--- src/rtl/hazard_forward_unit_if.sv ---
// Bundle of the ID/EX/MEM/WB hazard signals exchanged with hazard_forward_unit.
// The pipeline side uses the master view and the unit uses the slave view.
interface hazard_forward_unit_if #(
    parameter int REG_AW = 5,
    parameter int CNT_W  = 32
);
    logic              id_valid;
    logic [REG_AW-1:0] id_rs1;
    logic [REG_AW-1:0] id_rs2;
    logic              id_uses_rs1;
    logic              id_uses_rs2;
    logic [REG_AW-1:0] id_rd;
    logic              id_RegWrite;
    logic              id_is_mc;
    logic              ex_flush;
    logic [REG_AW-1:0] id_ex_rs1;
    logic [REG_AW-1:0] id_ex_rs2;
    logic [REG_AW-1:0] id_ex_rd;
    logic              id_ex_MemRead;
    logic [REG_AW-1:0] ex_mem_rd;
    logic              ex_mem_RegWrite;
    logic [REG_AW-1:0] mem_wb_rd;
    logic              mem_wb_RegWrite;
    logic              mc_wb_valid;
    logic [REG_AW-1:0] mc_wb_rd;
    logic              stat_clr;
    logic [1:0]        forward_a;
    logic [1:0]        forward_b;
    logic              stall;
    logic              bubble_id_ex;
    logic [1:0]        stall_cause;
    logic [CNT_W-1:0]  stall_count;

    modport master (
        output id_valid, id_rs1, id_rs2, id_uses_rs1, id_uses_rs2, id_rd,
               id_RegWrite, id_is_mc, ex_flush, id_ex_rs1, id_ex_rs2, id_ex_rd,
               id_ex_MemRead, ex_mem_rd, ex_mem_RegWrite, mem_wb_rd,
               mem_wb_RegWrite, mc_wb_valid, mc_wb_rd, stat_clr,
        input  forward_a, forward_b, stall, bubble_id_ex, stall_cause, stall_count
    );

    modport slave (
        input  id_valid, id_rs1, id_rs2, id_uses_rs1, id_uses_rs2, id_rd,
               id_RegWrite, id_is_mc, ex_flush, id_ex_rs1, id_ex_rs2, id_ex_rd,
               id_ex_MemRead, ex_mem_rd, ex_mem_RegWrite, mem_wb_rd,
               mem_wb_RegWrite, mc_wb_valid, mc_wb_rd, stat_clr,
        output forward_a, forward_b, stall, bubble_id_ex, stall_cause, stall_count
    );
endinterface

--- src/rtl/hazard_forward_unit.sv ---
// EX operand forwarding plus load-use, multi-cycle scoreboard and structural
// stall detection, with a saturating count of stalled cycles.
module hazard_forward_unit #(
    parameter int REG_AW = 5,
    parameter int MC_LAT = 4,
    parameter int CNT_W  = 32
) (
    input  logic                  clk,
    input  logic                  rst,
    hazard_forward_unit_if.slave  bus
);
    localparam int NREG = 1 << REG_AW;

    typedef enum logic [1:0] {
        CAUSE_NONE = 2'b00,
        CAUSE_LU   = 2'b01,
        CAUSE_SB   = 2'b10,
        CAUSE_ST   = 2'b11
    } cause_e;

    logic [NREG-1:0]  busy_q, busy_d;
    logic [3:0]       mc_cnt_q, mc_cnt_d;
    logic [CNT_W-1:0] stall_count_q, stall_count_d;

    logic [NREG-1:0] eff_busy;
    logic            live, lu, sb, st, stall_raw, issue;
    cause_e          cause;
    logic [1:0]      fwd_a, fwd_b;

    always_comb begin
        fwd_a = 2'b00;
        fwd_b = 2'b00;
        if (bus.ex_mem_RegWrite && bus.ex_mem_rd != '0 && bus.ex_mem_rd == bus.id_ex_rs1)
            fwd_a = 2'b10;
        else if (bus.mem_wb_RegWrite && bus.mem_wb_rd != '0 && bus.mem_wb_rd == bus.id_ex_rs1)
            fwd_a = 2'b01;
        if (bus.ex_mem_RegWrite && bus.ex_mem_rd != '0 && bus.ex_mem_rd == bus.id_ex_rs2)
            fwd_b = 2'b10;
        else if (bus.mem_wb_RegWrite && bus.mem_wb_rd != '0 && bus.mem_wb_rd == bus.id_ex_rs2)
            fwd_b = 2'b01;
    end

    // A result writing back this cycle reaches ID through the write-through
    // register file, so its busy bit no longer blocks readers or writers.
    always_comb begin
        eff_busy = busy_q;
        if (bus.mc_wb_valid)
            eff_busy[bus.mc_wb_rd] = 1'b0;
        live = bus.id_valid && !bus.ex_flush;
        lu = live && bus.id_ex_MemRead && bus.id_ex_rd != '0 &&
             ((bus.id_uses_rs1 && bus.id_rs1 == bus.id_ex_rd) ||
              (bus.id_uses_rs2 && bus.id_rs2 == bus.id_ex_rd));
        sb = live && ((bus.id_uses_rs1 && eff_busy[bus.id_rs1]) ||
                      (bus.id_uses_rs2 && eff_busy[bus.id_rs2]) ||
                      (bus.id_RegWrite && eff_busy[bus.id_rd]));
        st = live && bus.id_is_mc && mc_cnt_q != 4'd0;
        stall_raw = lu || sb || st;
        issue = live && !stall_raw && bus.id_is_mc;
        if (lu)
            cause = CAUSE_LU;
        else if (sb)
            cause = CAUSE_SB;
        else if (st)
            cause = CAUSE_ST;
        else
            cause = CAUSE_NONE;
    end

    always_comb begin
        mc_cnt_d = mc_cnt_q;
        if (issue)
            mc_cnt_d = 4'(MC_LAT);
        else if (mc_cnt_q != 4'd0)
            mc_cnt_d = mc_cnt_q - 4'd1;

        // Clear first so that an issue to the same register wins.
        busy_d = busy_q;
        if (bus.mc_wb_valid)
            busy_d[bus.mc_wb_rd] = 1'b0;
        if (issue && bus.id_RegWrite && bus.id_rd != '0)
            busy_d[bus.id_rd] = 1'b1;
        busy_d[0] = 1'b0;

        stall_count_d = stall_count_q;
        if (bus.stat_clr)
            stall_count_d = '0;
        else if (stall_raw && !(&stall_count_q))
            stall_count_d = stall_count_q + CNT_W'(1);
    end

    always_ff @(posedge clk) begin
        if (rst) begin
            busy_q        <= '0;
            mc_cnt_q      <= 4'd0;
            stall_count_q <= '0;
        end else begin
            busy_q        <= busy_d;
            mc_cnt_q      <= mc_cnt_d;
            stall_count_q <= stall_count_d;
        end
    end

    always_comb begin
        bus.forward_a    = rst ? 2'b00 : fwd_a;
        bus.forward_b    = rst ? 2'b00 : fwd_b;
        bus.stall        = !rst && stall_raw;
        bus.bubble_id_ex = !rst && stall_raw;
        bus.stall_cause  = rst ? CAUSE_NONE : cause;
        bus.stall_count  = rst ? '0 : stall_count_q;
    end
endmodule
--- src/flat_wrapper.sv ---
// flat-port wrapper written by rule: the top's interface ports become plain ports
module hazard_forward_unit_flat 
#(
    parameter int REG_AW = 5,
    parameter int MC_LAT = 4,
    parameter int CNT_W  = 32
)
  (clk, rst, bus_id_valid, bus_id_rs1, bus_id_rs2, bus_id_uses_rs1, bus_id_uses_rs2, bus_id_rd, bus_id_RegWrite, bus_id_is_mc, bus_ex_flush, bus_id_ex_rs1, bus_id_ex_rs2, bus_id_ex_rd, bus_id_ex_MemRead, bus_ex_mem_rd, bus_ex_mem_RegWrite, bus_mem_wb_rd, bus_mem_wb_RegWrite, bus_mc_wb_valid, bus_mc_wb_rd, bus_stat_clr, bus_forward_a, bus_forward_b, bus_stall, bus_bubble_id_ex, bus_stall_cause, bus_stall_count);
  hazard_forward_unit_if #(.REG_AW(REG_AW), .CNT_W(CNT_W)) bus_i ();
  input  logic clk;
  input  logic rst;
  input wire logic [$bits(bus_i.id_valid)-1:0] bus_id_valid;
  input wire logic [$bits(bus_i.id_rs1)-1:0] bus_id_rs1;
  input wire logic [$bits(bus_i.id_rs2)-1:0] bus_id_rs2;
  input wire logic [$bits(bus_i.id_uses_rs1)-1:0] bus_id_uses_rs1;
  input wire logic [$bits(bus_i.id_uses_rs2)-1:0] bus_id_uses_rs2;
  input wire logic [$bits(bus_i.id_rd)-1:0] bus_id_rd;
  input wire logic [$bits(bus_i.id_RegWrite)-1:0] bus_id_RegWrite;
  input wire logic [$bits(bus_i.id_is_mc)-1:0] bus_id_is_mc;
  input wire logic [$bits(bus_i.ex_flush)-1:0] bus_ex_flush;
  input wire logic [$bits(bus_i.id_ex_rs1)-1:0] bus_id_ex_rs1;
  input wire logic [$bits(bus_i.id_ex_rs2)-1:0] bus_id_ex_rs2;
  input wire logic [$bits(bus_i.id_ex_rd)-1:0] bus_id_ex_rd;
  input wire logic [$bits(bus_i.id_ex_MemRead)-1:0] bus_id_ex_MemRead;
  input wire logic [$bits(bus_i.ex_mem_rd)-1:0] bus_ex_mem_rd;
  input wire logic [$bits(bus_i.ex_mem_RegWrite)-1:0] bus_ex_mem_RegWrite;
  input wire logic [$bits(bus_i.mem_wb_rd)-1:0] bus_mem_wb_rd;
  input wire logic [$bits(bus_i.mem_wb_RegWrite)-1:0] bus_mem_wb_RegWrite;
  input wire logic [$bits(bus_i.mc_wb_valid)-1:0] bus_mc_wb_valid;
  input wire logic [$bits(bus_i.mc_wb_rd)-1:0] bus_mc_wb_rd;
  input wire logic [$bits(bus_i.stat_clr)-1:0] bus_stat_clr;
  output wire logic [$bits(bus_i.forward_a)-1:0] bus_forward_a;
  output wire logic [$bits(bus_i.forward_b)-1:0] bus_forward_b;
  output wire logic [$bits(bus_i.stall)-1:0] bus_stall;
  output wire logic [$bits(bus_i.bubble_id_ex)-1:0] bus_bubble_id_ex;
  output wire logic [$bits(bus_i.stall_cause)-1:0] bus_stall_cause;
  output wire logic [$bits(bus_i.stall_count)-1:0] bus_stall_count;
  assign bus_i.id_valid = bus_id_valid;
  assign bus_i.id_rs1 = bus_id_rs1;
  assign bus_i.id_rs2 = bus_id_rs2;
  assign bus_i.id_uses_rs1 = bus_id_uses_rs1;
  assign bus_i.id_uses_rs2 = bus_id_uses_rs2;
  assign bus_i.id_rd = bus_id_rd;
  assign bus_i.id_RegWrite = bus_id_RegWrite;
  assign bus_i.id_is_mc = bus_id_is_mc;
  assign bus_i.ex_flush = bus_ex_flush;
  assign bus_i.id_ex_rs1 = bus_id_ex_rs1;
  assign bus_i.id_ex_rs2 = bus_id_ex_rs2;
  assign bus_i.id_ex_rd = bus_id_ex_rd;
  assign bus_i.id_ex_MemRead = bus_id_ex_MemRead;
  assign bus_i.ex_mem_rd = bus_ex_mem_rd;
  assign bus_i.ex_mem_RegWrite = bus_ex_mem_RegWrite;
  assign bus_i.mem_wb_rd = bus_mem_wb_rd;
  assign bus_i.mem_wb_RegWrite = bus_mem_wb_RegWrite;
  assign bus_i.mc_wb_valid = bus_mc_wb_valid;
  assign bus_i.mc_wb_rd = bus_mc_wb_rd;
  assign bus_i.stat_clr = bus_stat_clr;
  assign bus_forward_a = bus_i.forward_a;
  assign bus_forward_b = bus_i.forward_b;
  assign bus_stall = bus_i.stall;
  assign bus_bubble_id_ex = bus_i.bubble_id_ex;
  assign bus_stall_cause = bus_i.stall_cause;
  assign bus_stall_count = bus_i.stall_count;
  hazard_forward_unit #(.REG_AW(REG_AW), .MC_LAT(MC_LAT), .CNT_W(CNT_W)) u_core (.clk(clk), .rst(rst), .bus(bus_i));
endmodule
--- config.mk ---
export PLATFORM = sky130hd
export DESIGN_NAME = hazard_forward_unit_flat
export DESIGN_NICKNAME = d
export VERILOG_FILES = /design/src/rtl/hazard_forward_unit_if.sv /design/src/rtl/hazard_forward_unit.sv /design/src/flat_wrapper.sv
export SDC_FILE = /design/constraint.sdc
export NUM_CORES = 1
export LEC_CHECK = 0
export CAP_MARGIN = 15
export CORE_MARGIN = 2
export CORE_UTILIZATION = 35
export DETAILED_ROUTE_END_ITERATION = 10
export PLACE_DENSITY_LB_ADDON = 0.25
export SLEW_MARGIN = 15
export SYNTH_ARGS = -nofsm -noshare
export SYNTH_HDL_FRONTEND = slang
export SYNTH_SLANG_ARGS = --single-unit
--- constraint.sdc ---
create_clock -name clk -period 3.75 [get_ports clk]
set_input_delay 0.75 -clock clk [delete_from_list [all_inputs] [get_ports clk]]
set_output_delay 0.75 -clock clk [all_outputs]
set_load 0.005 [all_outputs]
==> key figures <==
Cells and area
  • Inserted Diodes: 0
  • Nets@finish: 958
  • Fill cells: 1333
  • Share of cells above drive strength 1: 25.2%
  • Final Core Density: 53.5%
  • Synth-to-layout area growth: 51.0%

Detailed routing
  • Via density: 5.73
  • DR iter-0 viols: 493
  • Initial DRT Pass Iterations: 7
  • Routed len/inst: 17.6 um
  • Post-route DRC violation count: 0
  • DRT Wirelength: 19200 um
  • Post-route ant nets: 0
  • Via count: 6247

STA
  • Setup Viol. Count Final: 2
  • Hold_ws: 0.475 ns
  • Max_slew headroom: 36.5%
  • Tcrit/Tclk final: 101%
  • Clock skew: 0.00836 ns
  • Post-layout min period: 3.78 ns
  • RSZ-0062 raised after global routing: yes
  • Fmax: 0.265 GHz
  • Worst-margin pin slew: 0.949 ns
  • Count of final hold-check violations: 0
  • Slew Limit Fails: 0
  • Fin worst setup slack: -0.0294 ns

Placement
  • Port Buffers: 97
  • RePlAce Congestion: 1.02
  • Setup WS pre-CTS: -1.02 ns
  • Hpwl dp: 14100 um

Power
  • Power density cells: 265 nW/um^2
  • VDD IR max: 0.000154 V
  • Gate power share: 26.4%
  • Internal power: 1540 uW
  • Lkg Pwr: 0.00287 uW
  • Sequential Power Share: 34.7%
  • Clk pwr share: 38.9%
  • P_sw: 601 uW
  • Switch share: 28.1%

Yosys
  • Synthesized cell area: 5330 um^2
  • Syn_area_per_cell: 7.56 um^2
  • Synth top cells by count: 71 x nand2_1, 67 x dfxtp_1, 48 x mux2i_1
  • Register area share after synthesis: 25.2%
  • Post-synth top area share: 25.2%
  • Synth Warn #: 0
  • Ys async rst share: 0%
  • Post-synth EDFFs: 0
  • Synth area leaders: dfxtp_1 25%, mux2i_1 9.0%, nor2b_1 5.5%
  • Synth cell types: 61
  • Post-synth net total: 765
  • Register bit count reported by yosys: 67
  • Main synth FF type: dfxtp_1
  • Area leader, netlist: dfxtp_1
  • Syn Inst Count: 705
  • Most frequent cell after synthesis: nand2_1

Outcome
  • Status: complete, but fails checks
  • Failing checks: negative setup slack

Die
  • Row cnt: 45
  • Die Area: 16200 um^2
  • Starting Density: 35.4%
  • Die Y: 127 um
  • Io pins: 98
  • Core box area: 15000 um^2
  • Chip width: 127 um

Worst setup path
  • CP Cell Sequence: buf_12, nand4b_1, buf_4, o21ai_4, mux2i_1, o2bb2ai_1, nor4_2, o32ai_4, buf_6, nor4_4, o21a_1, nor2_2, buf_2
  • CP Buf/Inv Count: 4
  • WS Path Type: input pin to output port
  • Critical-path top delay cell: nor4_2
  • Data required, critical path: 3.00 ns
  • Critical path data arrival time: 3.03 ns
  • Critical Path Max Stage Delay: 0.39 ns
  • Critical Path Start Type: input pin
  • Element type at the critical path end: output port
  • Crit Path Max Fanout: 8
  • Delay-heaviest family, CP: simple AND/OR/NAND/NOR gates

Global routing
  • Pin count of the biggest net entering global routing: 64
  • Global-route wire length before repair: 30500 um
  • Vias in the first global route: 6067
  • Grt total ovfl: 0
  • GRT Total Usage: 23.2%
  • Initial antenna violation count: 0

Clock network
  • Total clock sinks: 67
  • Post-CTS Hold Buffers: 0
  • Root buffer cell: clkbuf_16
  • Cts bufs inserted: 9
  • CTS tree: built
  • Worst-Skew Late Latency: 0.33 ns
  • Htree depth: 3
  • CTS max path bufs: 2
  • Clock-pin slew on the worst setup and hold paths: 0.05 ns

Flow run
  • Max_cap viols: 0

Hold path
  • Hold crit path type: flip-flop to flip-flop
-- area by class of cell --
type / count / area, um^2 / area share (%)
multi-input cells: 574 / 4070 / 50.5
repair buffers: 233 / 2070 / 25.7
flip-flops and latches: 67 / 1340 / 16.7
clock buffers: 14 / 254 / 3.16
well taps: 188 / 235 / 2.92
inverters: 13 / 48.8 / 0.606
clock inverters: 2 / 35.0 / 0.435
-- power by group through the flow --
stage,registers [uW],clock network [uW],logic [uW]
floorplan,753,0,281
global placement,754,0,502
detailed placement,756,0,514
CTS,741,841,546
global route,743,879,612
finish,741,830,565
-- tightest hold or removal path, delay by kind of cell (launching register included) --
kind,cells,cell delay [ns]
flops,1,0.32
simple gates,1,0.05
mux,1,0.05
-- final timing paths --
| check | startpoint | endpoint | depth (start not counted) | slack [ns] |
|---|---|---|---|---|
| setup / recovery | bus_mc_wb_rd[3] | bus_stall | 13 | -0.03 |
| hold / removal | u_core.stall_count_q[22] | u_core.stall_count_q[22] | 2 | 0.48 |
| setup reg to reg | u_core.stall_count_q[5] | u_core.stall_count_q[29] | 9 | 0.77 |
| hold reg to reg | u_core.stall_count_q[22] | u_core.stall_count_q[22] | 2 | 0.48 |
-- sequential cells by signal, indices dropped and copies added, names as in the netlist --
| register | cells |
|---|---|
| u_core.busy_q | 31 |
| u_core.mc_cnt_q | 4 |
| u_core.stall_count_q | 32 |
-- kinds of logic (layout without fill, tap and decap cells) --
group	after synthesis	count (layout)	share of synthesized area, %
buf+inv	65	262	5.00
xor+xnor	33	33	5.42
fa+ha+maj	2	2	0.470
mux	57	57	11.8
compound gates	161	161	18.5
flops	67	67	25.2
simple gates	320	321	33.7
-- layer usage --
metal  vias up  GRT usage [%]  share of wire (%)
li1       2968              -                  -
met1      3005           29.1                 43
met2       233           39.1                 48
met3        41           4.02                6.5
met4         0           10.7                2.5
met5         -              0                  0
-- cells in the final DEF, fill, tap and decap left out, types with 5 or more instances in the layout --
cell,n
nor2b_1,45
a211oi_1,8
buf_2,5
dfxtp_1,67
nand3b_1,6
o32ai_1,5
o21ai_1,15
or2_2,5
buf_12,5
nand2b_1,14
nand4_1,12
o22ai_1,17
xor2_1,16
buf_6,11
inv_1,13
xnor2_1,15
a21oi_1,32
dlygate4sd2_1,9
clkbuf_16,9
o21ai_0,30
o2bb2ai_1,5
and3_1,6
nor3_1,18
buf_4,124
or3_1,30
mux2_2,5
and4_1,5
nand4b_1,5
nand3_1,31
clkdlybuf4s50_1,75
nor4_1,6
o21ai_2,13
nand2_1,70
mux2i_1,48
nor2_1,25
-- what timing repair did --
action                     in CTS  in global routing
gates cloned                    2                  0
resized for setup             115                 25
pin swaps                      30                 15
buffers inserted               13                  3
setup endpoints to repair      20                  6
-- stage by stage --
step	total power (uW)	setup TNS [ns]	instances	area, um^2
2_1_floorplan	1030	0	705	5360
3_5_place_dp	1270	-18.34	1057	7280
5_1_grt	2230	-0.356	1091	8050
6_report	2140	-0.0528	1091	8050
3_3_place_gp	1260	-16.48	1057	7280
4_1_cts	2130	-0.00691	1088	7960
No activity file was read; power rests on OpenSTA's default activity.
